**src/rtl/pred_pkg.sv**
```systemverilog
// ---------------------------------------------------------------------------
// pred_pkg : shared state encoding and defaults for prediction_sequencer
// Rev 1.0
// ---------------------------------------------------------------------------
`default_nettype none

package pred_pkg;

  localparam int CLASSES_DEF = 10;
  localparam int SCORE_W_DEF = 8;
  localparam int CLASS_IDX_W = 8;

  typedef enum logic [1:0] {
    IDLE    = 2'd0,
    COLLECT = 2'd1,
    HOLD    = 2'd2
  } pred_state_t;

endpackage

`default_nettype wire

```
**src/rtl/pred_max_tracker.sv**
```systemverilog
// ---------------------------------------------------------------------------
// pred_max_tracker : running best (and, with PRED_MARGIN_EN, second-best) score
// Rev 1.0
// ---------------------------------------------------------------------------
`default_nettype none

module pred_max_tracker
  import pred_pkg::*;
#(
  parameter int SCORE_W = SCORE_W_DEF
) (
  input  logic                   clk,
  input  logic                   rst_n,
  input  logic                   i_clear,
  input  logic                   i_load,
  input  logic                   i_first,
  input  logic [CLASS_IDX_W-1:0] i_idx,
  input  logic [SCORE_W-1:0]     i_score,
  output logic [SCORE_W-1:0]     o_best_score,
  output logic [CLASS_IDX_W-1:0] o_best_idx
`ifdef PRED_MARGIN_EN
  ,
  output logic [SCORE_W-1:0]     o_second_score
`endif
);

  logic [SCORE_W-1:0]     r_best_score;
  logic [CLASS_IDX_W-1:0] r_best_idx;
  logic                   w_take;

  // Strictly-greater replacement keeps the lowest index on ties.
  assign w_take = i_first || (i_score > r_best_score);

  always_ff @(posedge clk or negedge rst_n) begin
    if (!rst_n) begin
      r_best_score <= '0;
      r_best_idx   <= '0;
    end else if (i_clear) begin
      r_best_score <= '0;
      r_best_idx   <= '0;
    end else if (i_load && w_take) begin
      r_best_score <= i_score;
      r_best_idx   <= i_idx;
    end
  end

`ifdef PRED_MARGIN_EN
  logic [SCORE_W-1:0] r_second_score;

  // A score equal to the best falls through to the second-best update.
  always_ff @(posedge clk or negedge rst_n) begin
    if (!rst_n) begin
      r_second_score <= '0;
    end else if (i_clear) begin
      r_second_score <= '0;
    end else if (i_load) begin
      if (i_first)
        r_second_score <= '0;
      else if (i_score > r_best_score)
        r_second_score <= r_best_score;
      else if (i_score > r_second_score)
        r_second_score <= i_score;
    end
  end

  assign o_second_score = r_second_score;
`endif

  assign o_best_score = r_best_score;
  assign o_best_idx   = r_best_idx;

endmodule

`default_nettype wire

```
**src/rtl/prediction_sequencer.sv**
```systemverilog
// ---------------------------------------------------------------------------
// prediction_sequencer : collects CLASSES scores and reports the argmax class.
// Optional macro PRED_MARGIN_EN adds pred_margin (best minus second-best).
// Rev 1.0
// ---------------------------------------------------------------------------
`default_nettype none

module prediction_sequencer
  import pred_pkg::*;
#(
  parameter int CLASSES = CLASSES_DEF,
  parameter int SCORE_W = SCORE_W_DEF
) (
  input  logic               clk,
  input  logic               rst_n,
  input  logic               start,
  input  logic               score_valid,
  output logic               score_ready,
  input  logic [SCORE_W-1:0] score_data,
  output logic               busy,
  output logic               pred_valid,
  input  logic               pred_ready,
  output logic [7:0]         pred_class,
  output logic [SCORE_W-1:0] pred_score
`ifdef PRED_MARGIN_EN
  ,
  output logic [SCORE_W-1:0] pred_margin
`endif
);

  generate
    if (CLASSES < 2 || CLASSES > 256) begin : g_bad_classes
      $error("prediction_sequencer: CLASSES must be in 2..256");
    end
  endgenerate

  localparam logic [CLASS_IDX_W-1:0] LAST_IDX = CLASS_IDX_W'(CLASSES - 1);

  pred_state_t            r_state;
  pred_state_t            w_next;
  logic [CLASS_IDX_W-1:0] r_count;
  logic                   w_clear;
  logic                   w_accept;
  logic                   w_last;
  logic [SCORE_W-1:0]     w_best_score;
  logic [CLASS_IDX_W-1:0] w_best_idx;

  assign w_clear  = (r_state == IDLE) && start;
  assign w_accept = (r_state == COLLECT) && score_valid;
  assign w_last   = (r_count == LAST_IDX);

  always_ff @(posedge clk or negedge rst_n) begin
    if (!rst_n) r_state <= IDLE;
    else        r_state <= w_next;
  end

  always_comb begin
    w_next      = r_state;
    score_ready = 1'b0;
    busy        = 1'b1;
    pred_valid  = 1'b0;
    case (r_state)
      IDLE: begin
        busy = 1'b0;
        if (start) w_next = COLLECT;
      end
      COLLECT: begin
        score_ready = 1'b1;
        if (w_accept && w_last) w_next = HOLD;
      end
      HOLD: begin
        pred_valid = 1'b1;
        if (pred_ready) w_next = IDLE;
      end
      default: w_next = IDLE;
    endcase
  end

  // Counter parks on the last index rather than wrapping.
  always_ff @(posedge clk or negedge rst_n) begin
    if (!rst_n)                   r_count <= '0;
    else if (w_clear)             r_count <= '0;
    else if (w_accept && !w_last) r_count <= r_count + 1'b1;
  end

`ifdef PRED_MARGIN_EN
  logic [SCORE_W-1:0] w_second_score;
`endif

  pred_max_tracker #(
    .SCORE_W (SCORE_W)
  ) u_tracker (
    .clk            (clk),
    .rst_n          (rst_n),
    .i_clear        (w_clear),
    .i_load         (w_accept),
    .i_first        (r_count == '0),
    .i_idx          (r_count),
    .i_score        (score_data),
    .o_best_score   (w_best_score),
    .o_best_idx     (w_best_idx)
`ifdef PRED_MARGIN_EN
    ,
    .o_second_score (w_second_score)
`endif
  );

  assign pred_class = w_best_idx;
  assign pred_score = w_best_score;
`ifdef PRED_MARGIN_EN
  assign pred_margin = w_best_score - w_second_score;
`endif

endmodule

`default_nettype wire

```
**config.mk**
```make
export PLATFORM = sky130hd
export DESIGN_NAME = prediction_sequencer
export DESIGN_NICKNAME = d
export VERILOG_FILES = /design/src/rtl/pred_pkg.sv /design/src/rtl/pred_max_tracker.sv /design/src/rtl/prediction_sequencer.sv
export SDC_FILE = /design/constraint.sdc
export NUM_CORES = 1
export LEC_CHECK = 0
export CAP_MARGIN = 20
export CORE_ASPECT_RATIO = 0.5
export CORE_MARGIN = 2
export CORE_UTILIZATION = 55
export CTS_CLUSTER_DIAMETER = 120
export CTS_CLUSTER_SIZE = 10
export DETAILED_ROUTE_END_ITERATION = 6
export PLACE_DENSITY = 0.84
export SYNTH_ARGS = -nofsm -noshare
export SYNTH_HDL_FRONTEND = slang
export SYNTH_HIERARCHICAL = 1
export SYNTH_SLANG_ARGS = --single-unit
```
**constraint.sdc**
```tcl
create_clock -name clk -period 2.9 [get_ports clk]
set_input_delay 0.29 -clock clk [delete_from_list [all_inputs] [get_ports clk]]
set_output_delay 0.29 -clock clk [all_outputs]
set_load 0.03 [all_outputs]
```
## Yosys cells after proc, flatten, opt, wreduce, memory -nomap -nowiden

Cells that the tools add are included.

| word-level totals | value |
|---|---|
| bits in registers | 26 |
| input bits | 13 |

| operators by class | value |
|---|---|
| add/sub/neg operators | 1 |
| magnitude comparators | 1 |
| eq/ne operators | 6 |
| mux-type cells | 13 |
| reduce and logical (&&, ||, !) cells | 12 |

Operators by type and width:

| kind | number |
|---|---|
| $mux 8 | 6 |
| $add 8x1->8 const B | 1 |
| $eq 8x4->1 const B | 1 |
| $gt 8x8->1 | 1 |
| $logic_not 8->1 | 1 |
| $mux 2 | 3 |
| $pmux 2 s3 | 1 |
| $logic_and 1x1->1 | 5 |
| $ne 2x2->1 const B | 2 |
| $reduce_bool 2->1 | 2 |
| $mux 1 | 3 |
| $reduce_and 3->1 | 1 |
| $eq 2x1->1 const B | 1 |
| $eq 2x2->1 const B | 1 |
| $logic_not 2->1 | 1 |
| $ne 2x1->1 const B | 1 |
| $logic_not 1->1 | 1 |
| $logic_or 1x1->1 | 1 |

## Logic depth before layout (Yosys ltp)

| logic depth | value |
|---|---|
| word-level depth | 5 |
| gate-level depth with buffers | 8 |

## Hierarchy

Netlist, hierarchy kept.

Modules (own cells, without submodules):

| module | instances | cells an instance | area an instance (um2) | seq. area each (um2) |
|---|---|---|---|---|
| pred_max_tracker | 1 | 96 | 1013.5 | 400.4 |
| prediction_sequencer | 1 | 59 | 600.6 | 250.2 |

## Worst setup path after synthesis

OpenSTA, ideal clock, no wires.

| timing | value |
|---|---|
| path kind | register to register |
| start | reg u_tracker.r_best_score[3] (netlist: u_tracker/o_best_score[3]) |
| end | reg u_tracker.r_best_idx[0] (netlist: u_tracker/o_best_idx[0]) |
| library setup time | 0.079 ns |
| arrival time | 2.026 ns |
| required time | 2.821 ns |
| path slack | 0.795 ns |
| cell stages (with the launch flop) | 9 |
| path buffers | 1 |
| clock period less this slack | 2.105 ns |
| cell sequence | dfrtp_1 inv_1 ha_1 nand2_1 o21bai_1 a211o_1 a21oi_4 buf_12 mux2i_1 |

| on the way | value |
|---|---|
| cells in the longest elaborated chain, start to end | 4 |

Ends and longest elaborated chain:

| what | line | text |
|---|---|---|
| start: declaration | pred_max_tracker.sv:27 | `logic [SCORE_W-1:0] r_best_score;` |
| start signal: assignment | pred_max_tracker.sv:42 | `r_best_score <= i_score;` |
| $gt 8x8->1 | pred_max_tracker.sv:32 | `assign w_take = i_first \|\| (i_score > r_best_score);` |
| $logic_or 1x1->1 | pred_max_tracker.sv:32 |  |
| $logic_and 1x1->1 | pred_max_tracker.sv:41 | `end else if (i_load && w_take) begin` |
| $reduce_bool 2->1 (no source line) | -- |  |
| end signal: assignment | pred_max_tracker.sv:43 | `r_best_idx <= i_idx;` |
| end: declaration | pred_max_tracker.sv:28 | `logic [CLASS_IDX_W-1:0] r_best_idx;` |

No other way between the ends.
A chain may end at the register's enable or synchronous reset.

## Worst setup path after layout

| timing | value |
|---|---|
| start | reg r_count[5] |
| end | reg u_tracker.r_best_idx[1] (netlist: u_tracker/o_best_idx[1]) |

| on the way | value |
|---|---|
| cells in the longest elaborated chain, start to end | 4 |

Ends and longest elaborated chain:

| what | line | text |
|---|---|---|
| start: declaration | prediction_sequencer.sv:41 | `logic [CLASS_IDX_W-1:0] r_count;` |
| start signal: assignment | prediction_sequencer.sv:83 | `else if (w_accept && !w_last) r_count <= r_count + 1'b1;` |
| $logic_not 8->1 | prediction_sequencer.sv:97 | `.i_first (r_count == '0),` |
| $logic_or 1x1->1 | pred_max_tracker.sv:32 |  |
| $logic_and 1x1->1 | pred_max_tracker.sv:41 |  |
| $reduce_bool 2->1 (no source line) | -- |  |

No other way between the ends.

==> impl_metrics.xml <==
<?xml version="1.0" encoding="UTF-8"?>
<metrics>
  <group name="worst_setup_path">
    <metric name="slowest_delay" unit="ps">460</metric>
    <metric name="crit_slowest_cell" unit="">sky130_fd_sc_hd__dfrtp_1</metric>
    <metric name="total_buffers_and_inverters_traversed_by_the_critical_path" unit="">1</metric>
    <metric name="worst_setup_path_end_kind" unit="">flop</metric>
    <metric name="crit_path_start_kind" unit="">flop</metric>
    <metric name="critical_path_fanout_max" unit="">10</metric>
    <metric name="critPathRequiredTime" unit="ps">3100</metric>
    <metric name="timing.critical_path.arrival" unit="ps">2460</metric>
    <metric name="timing.critical_path.max_delay_family" unit="">simple AND/OR/NAND/NOR gates</metric>
    <metric name="class_of_the_most_critical_setup_path" unit="">flop to flop</metric>
    <metric name="path_cells" unit="">nor3_2, and4b_1, nand4b_1, o31ai_1, a21oi_4, buf_12, mux2i_1</metric>
    <metric name="reg2reg_setup_slack" unit="ps">630</metric>
  </group>
  <group name="clock_tree">
    <metric name="htreeDepth" unit="">1</metric>
    <metric name="postCtsHoldBufs" unit="">0</metric>
    <metric name="cts_setup_buffers" unit="">0</metric>
    <metric name="numClockSinks" unit="">26</metric>
    <metric name="tritoncts" unit="">yes</metric>
    <metric name="clock_latency" unit="ps">270</metric>
    <metric name="clock_tree.buffer_depth" unit="">2</metric>
    <metric name="path_clk_slew" unit="ps">90</metric>
    <metric name="cts_buffers" unit="">3</metric>
    <metric name="clock-root-buffer" unit="">sky130_fd_sc_hd__clkbuf_8</metric>
    <metric name="post_cts_resized" unit="">0</metric>
  </group>
  <group name="power">
    <metric name="power_leakage" unit="nW">0.904</metric>
    <metric name="design_power_total" unit="mW">1.88</metric>
    <metric name="ir_drop" unit="mV">0.541</metric>
    <metric name="power_per_cell_area" unit="nW/µm²">920</metric>
  </group>
  <group name="yosys">
    <metric name="ys.warnings.count" unit="">6</metric>
    <metric name="count_of_flip_flops_with_a_built_in_enable_after_synthesis" unit="">0</metric>
    <metric name="synthCells" unit="">155</metric>
    <metric name="ys_ff_latch" unit="">26</metric>
    <metric name="netlist_top_cells_count" unit="">32 x sky130_fd_sc_hd__nand2b_1, 26 x sky130_fd_sc_hd__dfrtp_1, 18 x sky130_fd_sc_hd__mux2i_1</metric>
    <metric name="yosysTopAreaCellShare" unit="%">40.3</metric>
    <metric name="basic_gate_share_of_the_synthesized_area_counting_and_or_nand_and_nor_cells" unit="%">24.5</metric>
    <metric name="synth.most_common_cell" unit="">sky130_fd_sc_hd__nand2b_1</metric>
    <metric name="post_synth.cell_area_avg" unit="µm²">10.4</metric>
    <metric name="synth_sequential_area_ratio" unit="%">40.3</metric>
    <metric name="synth_compound_gate_area_share" unit="%">8.14</metric>
    <metric name="fraction_of_synthesized_area_in_multiplexers" unit="%">11.2</metric>
    <metric name="post_synth_instance_area" unit="µm²">1610</metric>
    <metric name="ys_top_cells_by_area" unit="">sky130_fd_sc_hd__dfrtp_1 40%, sky130_fd_sc_hd__nand2b_1 12%, sky130_fd_sc_hd__mux2i_1 11%</metric>
    <metric name="synth_async_reset_ratio" unit="%">100</metric>
    <metric name="synthesis.nets" unit="">179</metric>
    <metric name="synth_area_leader_cell" unit="">sky130_fd_sc_hd__dfrtp_1</metric>
    <metric name="adder_and_majority_cell_fraction_of_the_synthesized_area" unit="%">8.53</metric>
    <metric name="postSynth.topFlopCell" unit="">sky130_fd_sc_hd__dfrtp_1</metric>
    <metric name="combinational_family_with_the_most_area_after_synthesis" unit="">simple AND/OR/NAND/NOR gates</metric>
    <metric name="synthDistinctLibCells" unit="">35</metric>
    <metric name="synth_xor_area_share" unit="%">2.17</metric>
  </group>
  <group name="sta">
    <metric name="final.period_utilization" unit="%">78.2</metric>
    <metric name="setup_violating_endpoint_count_in_the_final_report" unit="">0</metric>
    <metric name="setup_ws" unit="ps">632</metric>
    <metric name="setup_tns" unit="ps">0</metric>
    <metric name="slew_at_the_pin_closest_to_its_max_slew_limit" unit="ps">495</metric>
    <metric name="timing_hold_violations_final" unit="">0</metric>
    <metric name="slew_viol_final" unit="">0</metric>
    <metric name="worst_clock_skew" unit="ps">2.44</metric>
    <metric name="grt_setup_unrepaired" unit="">false</metric>
    <metric name="achievable-frequency" unit="MHz">441</metric>
    <metric name="max_slew_margin" unit="%">67.0</metric>
    <metric name="period_minus_slack" unit="ps">2270</metric>
    <metric name="worst_hold_slack" unit="ps">377</metric>
  </group>
  <group name="floorplan">
    <metric name="dieArea" unit="µm²">3410</metric>
    <metric name="ioPinCount" unit="">32</metric>
    <metric name="die_w" unit="µm">80.6</metric>
    <metric name="coreArea" unit="µm²">2680</metric>
    <metric name="chipHeight" unit="µm">42.3</metric>
    <metric name="initial_core_util" unit="%">60.1</metric>
    <metric name="row_count" unit="">13</metric>
  </group>
  <group name="cells_and_area">
    <metric name="antennaDiodeCount" unit="">0</metric>
    <metric name="area_growth" unit="%">26.5</metric>
    <metric name="final-instance-count-excl-fill" unit="">226</metric>
    <metric name="post-route-util" unit="%">76.1</metric>
    <metric name="final_cell_area" unit="µm²">2040</metric>
    <metric name="seqCellArea" unit="µm²">651</metric>
    <metric name="footprint_of_the_multi_input_gates" unit="µm²">880</metric>
    <metric name="proportion_of_layout_cells_with_a_drive_suffix_above_1" unit="%">8.47</metric>
    <metric name="num-nets-final" unit="">214</metric>
    <metric name="fillerInstances" unit="">178</metric>
  </group>
  <group name="global_routing">
    <metric name="antenna_found_initial" unit="">0</metric>
    <metric name="overflow" unit="">0</metric>
    <metric name="grt_start_max_net_pins" unit="">29</metric>
    <metric name="globalRouteTotalUtil" unit="%">21.1</metric>
    <metric name="grt_pass1_vias" unit="">1234</metric>
    <metric name="first_pass_grt_wire_length" unit="µm">5640</metric>
  </group>
  <group name="placed_design">
    <metric name="number_of_placed_instances_taps_included" unit="">222</metric>
    <metric name="dpl_cell_area" unit="µm²">1990</metric>
    <metric name="io_buffer_count" unit="">31</metric>
    <metric name="placement.setup.worst_slack" unit="ps">519</metric>
    <metric name="dp_hpwl" unit="µm">2450</metric>
    <metric name="globalplace.congestion" unit="">0.786</metric>
  </group>
  <group name="detailed_routing">
    <metric name="ant_nets" unit="">0</metric>
    <metric name="detailedRoute.firstIterationViolations" unit="">65</metric>
    <metric name="routed_wirelength" unit="µm">3300</metric>
    <metric name="drcViolationCount" unit="">0</metric>
    <metric name="vias" unit="">1189</metric>
    <metric name="detail_route.wl_per_cell" unit="µm">14.6</metric>
    <metric name="post_drt_via_cell_ratio" unit="">5.26</metric>
    <metric name="first_pass_iteration_count_of_the_detailed_router" unit="">4</metric>
  </group>
  <group name="run">
    <metric name="max_cap_viol_count" unit="">0</metric>
  </group>
  <group name="status">
    <metric name="status" unit="">completed</metric>
  </group>
  <group name="hold_path">
    <metric name="hold_path_class" unit="">input pin to async pin</metric>
  </group>
</metrics>
[power by group]
group	switching (mW)	leakage, nW	internal (mW)	total (mW)
clock	0.116	0.0288	0.121	0.238
sequential	0.123	0.335	0.480	0.604
combinational	0.562	0.540	0.476	1.04
[metal layers]
metal / global-route usage, % / wire (µm) / vias to the layer above
li1: - / - / 589
met1: 26.3 / 1520 / 578
met2: 38.3 / 1650 / 18
met3: 4.09 / 97 / 4
met4: 4.07 / 32 / 0
met5: 0 / 0 / -
[layout make-up]
type                    count  share of cell area (%)
repair buffers             34                    17.5
well taps                  37                    2.27
multi-input cells         111                    43.1
flip-flops and latches     26                    31.9
clock buffers               4                    2.70
inverters                  14                    2.57
[cell families (layout without fill, tap and decap cells)]
family | Yosys count | in the layout
AO/OA/AOI/OAI | 16 | 16
XOR/XNOR | 4 | 4
adder cells (fa/ha/maj) | 11 | 11
buffers and inverters | 18 | 52
flip-flops | 26 | 26
multiplexers | 18 | 18
AND/OR/NAND/NOR | 62 | 62
[final timing paths]
check | startpoint | endpoint | cells after the start
min | rst_n | r_count[4] | 2
min reg2reg | u_tracker/o_best_idx[2] | u_tracker/o_best_idx[2] | 2
max reg2reg | r_count[5] | u_tracker/o_best_idx[1] | 7
min in group clk | u_tracker/o_best_idx[2] | u_tracker/o_best_idx[2] | 2
max | r_count[5] | u_tracker/o_best_idx[1] | 7
max in group asynchronous | rst_n | u_tracker/o_best_idx[3] | 2
[state kept, by name, indices dropped and copies added (netlist names)]
name                    flops
u_tracker/o_best_idx        8
r_state                     2
r_count                     8
u_tracker/o_best_score      8
[placed cells by master, fill, tap and decap left out, drive strengths merged]
master	instances
and4b	1
dfrtp	26
nand2	2
nor2	8
o21bai	1
nand4b	1
and3	1
buf	3
or2	1
nand2b	32
nand4	1
xnor2	4
nand3	5
a211oi	3
nand3b	1
clkbuf	4
o31ai	1
a21o	2
a21oi	4
a211o	1
mux2i	18
ha	11
a32o	1
clkdlybuf4s50	31
nor2b	3
o21ai	3
nor3	3
inv	14
and4bb	1
or3	2
(Power assumes the default switching activity.)
